==> config.mk <==
export PLATFORM = sky130hd
export DESIGN_NAME = fpga_config_loader
export DESIGN_NICKNAME = d
export VERILOG_FILES = /design/src/rtl/fpga_cfg_pkg.sv /design/src/rtl/cfg_word_serializer.sv /design/src/rtl/fpga_config_loader.sv
export SDC_FILE = /design/constraint.sdc
export NUM_CORES = 1
export LEC_CHECK = 0
export ABC_AREA = 1
export CAP_MARGIN = 20
export CORE_MARGIN = 4
export CORE_UTILIZATION = 56
export CTS_BUF_LIST = sky130_fd_sc_hd__clkbuf_16
export CTS_CLUSTER_DIAMETER = 100
export DETAILED_ROUTE_END_ITERATION = 7
export HOLD_SLACK_MARGIN = 0.02
export PLACE_DENSITY = 0.81
export SLEW_MARGIN = 20
export SYNTH_ARGS = -nofsm -noshare
export SYNTH_HDL_FRONTEND = slang
export SYNTH_SLANG_ARGS = --single-unit
==> constraint.sdc <==
create_clock -name clk -period 2.6 [get_ports clk]
set_clock_uncertainty 0.1 [all_clocks]
set_input_delay 0.39 -clock clk [delete_from_list [all_inputs] [get_ports clk]]
set_output_delay 0.39 -clock clk [all_outputs]
set_load 0.005 [all_outputs]
==> src/rtl/fpga_cfg_pkg.sv <==
// fpga_cfg_pkg: shared state encoding and default 2x2 core chain geometry
package fpga_cfg_pkg;
  typedef enum logic [1:0] {
    IDLE       = 2'd0,
    CLB_SHIFT  = 2'd1,
    CONN_SHIFT = 2'd2,
    DONE       = 2'd3
  } cfg_state_e;
  localparam int CFG_WORD_WIDTH     = 8;
  localparam int CLB_CHAIN_LEN_2X2  = 72;
  localparam int CONN_CHAIN_LEN_2X2 = 320;
  localparam int CFG_CNT_WIDTH      = 16;
endpackage

==> src/rtl/cfg_word_serializer.sv <==
// cfg_word_serializer: one-word shifter emitting two clk cycles per bit with a registered scan clock
module cfg_word_serializer #(
  parameter int WORD_WIDTH = 8
) (
  input  logic                  clk,
  input  logic                  rst_n,
  input  logic                  clr_i,
  input  logic                  load_i,
  input  logic                  sel_conn_i,
  input  logic                  cnt_last_i,
  input  logic [WORD_WIDTH-1:0] word_i,
  output logic                  full_o,
  output logic                  scan_clk_o,
  output logic                  clb_data_o,
  output logic                  conn_data_o
);
  localparam int IW = (WORD_WIDTH > 1) ? $clog2(WORD_WIDTH) : 1;
  logic [WORD_WIDTH-1:0] word_q, word_d, word_sh;
  logic [IW-1:0]         idx_q, idx_d;
  logic                  full_q, full_d, sclk_q, sclk_d, clb_q, clb_d, conn_q, conn_d, last;
  assign word_sh = word_q >> 1;
  // a word ends after its top bit or as soon as the chain is full; leftover bits are dropped
  assign last = sclk_q && (idx_q == IW'(WORD_WIDTH - 1) || cnt_last_i);
  always_comb begin
    word_d = word_q;
    idx_d  = idx_q;
    full_d = full_q;
    sclk_d = sclk_q;
    clb_d  = clb_q;
    conn_d = conn_q;
    if (clr_i) begin
      full_d = 1'b0;
      sclk_d = 1'b0;
      clb_d  = 1'b0;
      conn_d = 1'b0;
    end else if (load_i) begin
      word_d = word_i;
      idx_d  = '0;
      full_d = 1'b1;
      sclk_d = 1'b0;
      clb_d  = sel_conn_i ? 1'b0 : word_i[0];
      conn_d = sel_conn_i ? word_i[0] : 1'b0;
    end else if (full_q && !sclk_q) begin
      sclk_d = 1'b1;
    end else if (sclk_q) begin
      sclk_d = 1'b0;
      full_d = !last;
      if (!last) begin
        word_d = word_sh;
        idx_d  = idx_q + IW'(1);
        clb_d  = sel_conn_i ? 1'b0 : word_sh[0];
        conn_d = sel_conn_i ? word_sh[0] : 1'b0;
      end
    end
  end
  always_ff @(posedge clk or negedge rst_n) begin
    if (!rst_n) begin
      word_q <= '0;
      idx_q  <= '0;
      full_q <= 1'b0;
      sclk_q <= 1'b0;
      clb_q  <= 1'b0;
      conn_q <= 1'b0;
    end else begin
      word_q <= word_d;
      idx_q  <= idx_d;
      full_q <= full_d;
      sclk_q <= sclk_d;
      clb_q  <= clb_d;
      conn_q <= conn_d;
    end
  end
  assign full_o      = full_q;
  assign scan_clk_o  = sclk_q;
  assign clb_data_o  = clb_q;
  assign conn_data_o = conn_q;
endmodule

==> src/rtl/fpga_config_loader.sv <==
// fpga_config_loader: streams host words onto the core CLB chain then connection chain
// and keeps the fabric in reset until both chains are loaded
module fpga_config_loader
  import fpga_cfg_pkg::*;
#(
  parameter int WORD_WIDTH     = CFG_WORD_WIDTH,
  parameter int CLB_CHAIN_LEN  = CLB_CHAIN_LEN_2X2,
  parameter int CONN_CHAIN_LEN = CONN_CHAIN_LEN_2X2,
  parameter int CNT_WIDTH      = CFG_CNT_WIDTH
) (
  input  logic                  clk,
  input  logic                  reset,
  input  logic                  start,
  input  logic [WORD_WIDTH-1:0] in_data,
  input  logic                  in_valid,
  output logic                  in_ready,
  output logic                  scan_clk,
  output logic                  clb_scan_in,
  output logic                  clb_scan_en,
  output logic                  conn_scan_in,
  output logic                  conn_scan_en,
  output logic                  fabric_hold,
  output logic                  busy,
  output logic                  done
);
  cfg_state_e           state_q, state_d;
  logic [CNT_WIDTH-1:0] cnt_q, cnt_d;
  logic                 clr, load, full, cnt_last, shifting;
  logic                 busy_q, done_q, hold_q, clb_en_q, conn_en_q;
  assign shifting = state_q == CLB_SHIFT || state_q == CONN_SHIFT;
  assign in_ready = shifting && !full;
  assign load     = in_valid && in_ready;
  assign cnt_last = cnt_q == CNT_WIDTH'(1);
  // scan_clk high is the bit-commit phase, so it doubles as the counter tick
  always_comb begin
    state_d = state_q;
    cnt_d   = cnt_q;
    clr     = 1'b0;
    case (state_q)
      IDLE, DONE: if (start) begin
        state_d = CLB_SHIFT;
        cnt_d   = CNT_WIDTH'(CLB_CHAIN_LEN);
      end
      CLB_SHIFT, CONN_SHIFT: if (scan_clk) begin
        cnt_d = cnt_q - CNT_WIDTH'(1);
        if (cnt_last) begin
          clr     = 1'b1;
          state_d = (state_q == CLB_SHIFT) ? CONN_SHIFT : DONE;
          cnt_d   = (state_q == CLB_SHIFT) ? CNT_WIDTH'(CONN_CHAIN_LEN) : '0;
        end
      end
      default: state_d = IDLE;
    endcase
  end
  always_ff @(posedge clk or negedge reset) begin
    if (!reset) begin
      state_q   <= IDLE;
      cnt_q     <= '0;
      busy_q    <= 1'b0;
      done_q    <= 1'b0;
      hold_q    <= 1'b1;
      clb_en_q  <= 1'b0;
      conn_en_q <= 1'b0;
    end else begin
      state_q   <= state_d;
      cnt_q     <= cnt_d;
      busy_q    <= state_d == CLB_SHIFT || state_d == CONN_SHIFT;
      done_q    <= state_d == DONE;
      hold_q    <= state_d != DONE;
      clb_en_q  <= state_d == CLB_SHIFT;
      conn_en_q <= state_d == CONN_SHIFT;
    end
  end
  cfg_word_serializer #(.WORD_WIDTH(WORD_WIDTH)) u_ser (
    .clk        (clk),
    .rst_n      (reset),
    .clr_i      (clr),
    .load_i     (load),
    .sel_conn_i (state_q == CONN_SHIFT),
    .cnt_last_i (cnt_last),
    .word_i     (in_data),
    .full_o     (full),
    .scan_clk_o (scan_clk),
    .clb_data_o (clb_scan_in),
    .conn_data_o(conn_scan_in)
  );
  assign busy         = busy_q;
  assign done         = done_q;
  assign fabric_hold  = hold_q;
  assign clb_scan_en  = clb_en_q;
  assign conn_scan_en = conn_en_q;
endmodule

==> summary.md <==
| Metric | Value |
|---|---|
| Register area | `927 um2` |
| Clk sinks | `37` |
| Routed Antenna Nets | `0` |
| Core Region | `0.00344 mm2` |
| Slew Limit Fails | `0` |
| Slowest cell on crit path | `clkdlybuf4s50_1` |
| Post-layout min period | `2370 ps` |
| Top cells by area, synth | `dfrtp_1 44%, nand2_1 13%, ha_1 5.5%` |
| Layout area overhead | `20.0%` |
| Slowest cell delay on critical path | `530 ps` |
| CTS tree | `done` |
| Worst path depth | `4` |
| Antenna violations before repair | `0` |
| Outcome | `completed` |
| Wirelength per Cell | `13.3 um` |
| Worst Path Buf+Inv | `2` |
| Total negative slack | `0 ps` |
| RSZ-0062 raised after global routing | `no` |
| Final GP Congestion | `0.872` |
| Critical Path AT | `roughly 1900 ps` |
| Top Family by Delay on Critical Path | `buffers and inverters` |
| Fin. Hold Viols | `0` |
| Die Y | `68.6 um` |
| Synth Register Bits | `37` |
| CTS max path bufs | `2` |
| DRC viols | `0` |
| Hpwl dp | `approximately 3000 um` |
| Setup-failing EPs final | `0` |
| Num CTS Buffers | `5` |
| CTS root buf | `clkbuf_16` |
| Netlist cell types | `28` |
| Synth Net Count | `268` |
| First-pass GRT wire length | `a little over 7000 um` |
| Seq/Total Area, Yosys | `0.451` |
| Tcrit/Tclk final | `0.913` |
| Hold_buf cts | `0` |
| Share of the synthesized area in the top cell type | `0.438` |
| Final wirelength | `about 4200 um` |
| Worst Hold Class | `input pin to asynchronous set/reset pin` |
| Vias | `1636` |
| Worst hold slack | `103 ps` |
| Post-synth top cells | `69 x nand2_1, 36 x dfrtp_1, 30 x nor2_1` |
| Global route overflow | `0` |
| Cell row count | `21` |
| Pwr per Cell Area | `1190 mW/mm2` |
| Critical path cell sequence | `inv_1, ha_1, nor2_4, clkdlybuf4s50_1` |
| Die area | `0.00470 mm2` |
| Final-stage net count | `292` |
| CP Launch Type | `register` |
| Initial core utilization | `0.597` |
| Synthesized area | `slightly above 0.002 mm2` |
| Post-CTS Setup Repair Bufs | `0` |
| Skew-Pair Late Insertion Delay | `280 ps` |
| Fmax | `421 MHz` |
| H-tree depth | `2` |
| Ys flop type | `dfrtp_1` |
| Syn Area/Cell | `8.32 um2` |
| Die Span X | `68.6 um` |
| Fraction of registers with async set/reset | `1.00` |
| Post_cts resized | `0` |
| Peak supply drop | `701 uV` |
| Leak pwr | `between 0.001 and 0.0015 uW` |
| Router iterations before antenna repair | `4` |
| Max_cap viols | `0` |
| Number of global-route vias before repair | `1562` |
| Synthesized instance count | `247` |
| DR vias/cell | `5.14` |
| Critical path type | `register to primary output` |
| Worst R2R Setup Slack | `350 ps` |
| Drt initial violations | `about 140` |
| IO buf count | `20` |
| Ratio of cells with drive above 1 in the final layout | `0.129` |
| Worst-path clk slew | `60 ps` |
| IO Count | `21` |
| Synth Warn # | `0` |
| R2R cell count | `8` |
| Critical Path RT | `between 2000 and 2500 ps` |
| Worst Max-Slew Pin Slew | `around 810 ps` |
| Multi-input logic area | `970 um2` |
| Fillers | `263` |
| Worst-path fanout max | `3` |
| Relative slew margins | `0.463` |
| Setup crit end kind | `primary output` |
| Area leader, netlist | `dfrtp_1` |
| Total GRT Usage | `0.210` |
| Post-synth EDFFs | `0` |
| Largest net degree at the start of global routing | `38` |
| Antenna diode count | `0` |
| Most common cell in the netlist | `nand2_1` |
kinds of logic (layout without fill, tap and decap cells):
logic type | count (synthesis) | count (layout) | share of synthesized area
AOI/OAI and AO/OA | 16 | 16 | 0.0426
xor gates and xnor gates | 8 | 8 | 0.0341
adders and majority gates | 9 | 9 | 0.0548
buffers and inverters | 34 | 59 | 0.0767
DFF | 37 | 37 | 0.451
and+or+nand+nor | 143 | 143 | 0.340
sequential cells by signal (all words and copies together) (netlist names), 2 cells and up:
name	cells
u_ser.idx_q	3
state_q	2
cnt_q	16
u_ser.word_q	7
layer usage:
layer	part of all wire	track usage
met5	0	0
met4	0.0040	0.0521
met3	0.046	0.0648
met2	0.49	0.333
met1	0.45	0.281
area by class of cell:
type	count	area share
multi-input combinational	176	0.393
sequential	37	0.376
tap	46	0.0233
timing repair buffer	20	0.0791
inverter	31	0.0512
clock inverter	3	0.0264
clock buffer	5	0.0507
per-stage QoR:
step / utilization / instances / cell area [um2] / total power (uW) / worst slack (ps)
floorplan: - / 247 / 2050 / 1840 / 684
global placement: 0.661 / 310 / 2280 / 2090 / 488
detailed placement: 0.661 / 310 / 2280 / 2140 / 376
CTS: 0.716 / 318 / 2470 / 2930 / 220
global route: 0.716 / 318 / 2470 / 3150 / 163
finish: 0.716 / 318 / 2470 / 2920 / 226
placed cells by master (no fill, tap or decap), types with 6 or more instances in the layout:
cell and count:
nand3_1 9, xor2_1 6, dfrtp_1 36, o21ai_0 7, nand2_2 9, nand2_1 69
nor2_1 30, inv_1 28, clkdlybuf4s50_1 19, ha_1 9, nand4_1 11
report_power, final:
part	internal [uW]	switching, uW	leakage, uW
Sequential	783	169	0.000469
Combinational	449	753	0.000671
Clock	547	223	0.0000938
Total	1780	1150	0.00123
worst paths after layout:
| path | startpoint | to |
|---|---|---|
| min in group clk | u_ser.conn_data_o | u_ser.conn_data_o |
| min | reset | cnt_q[10] |
| max in group asynchronous | reset | cnt_q[1] |
| max reg2reg | state_q[0] | busy |
| max | state_q[0] | in_ready |
| min reg2reg | u_ser.conn_data_o | u_ser.conn_data_o |
Note: power is estimated with default switching activity, not from simulation.
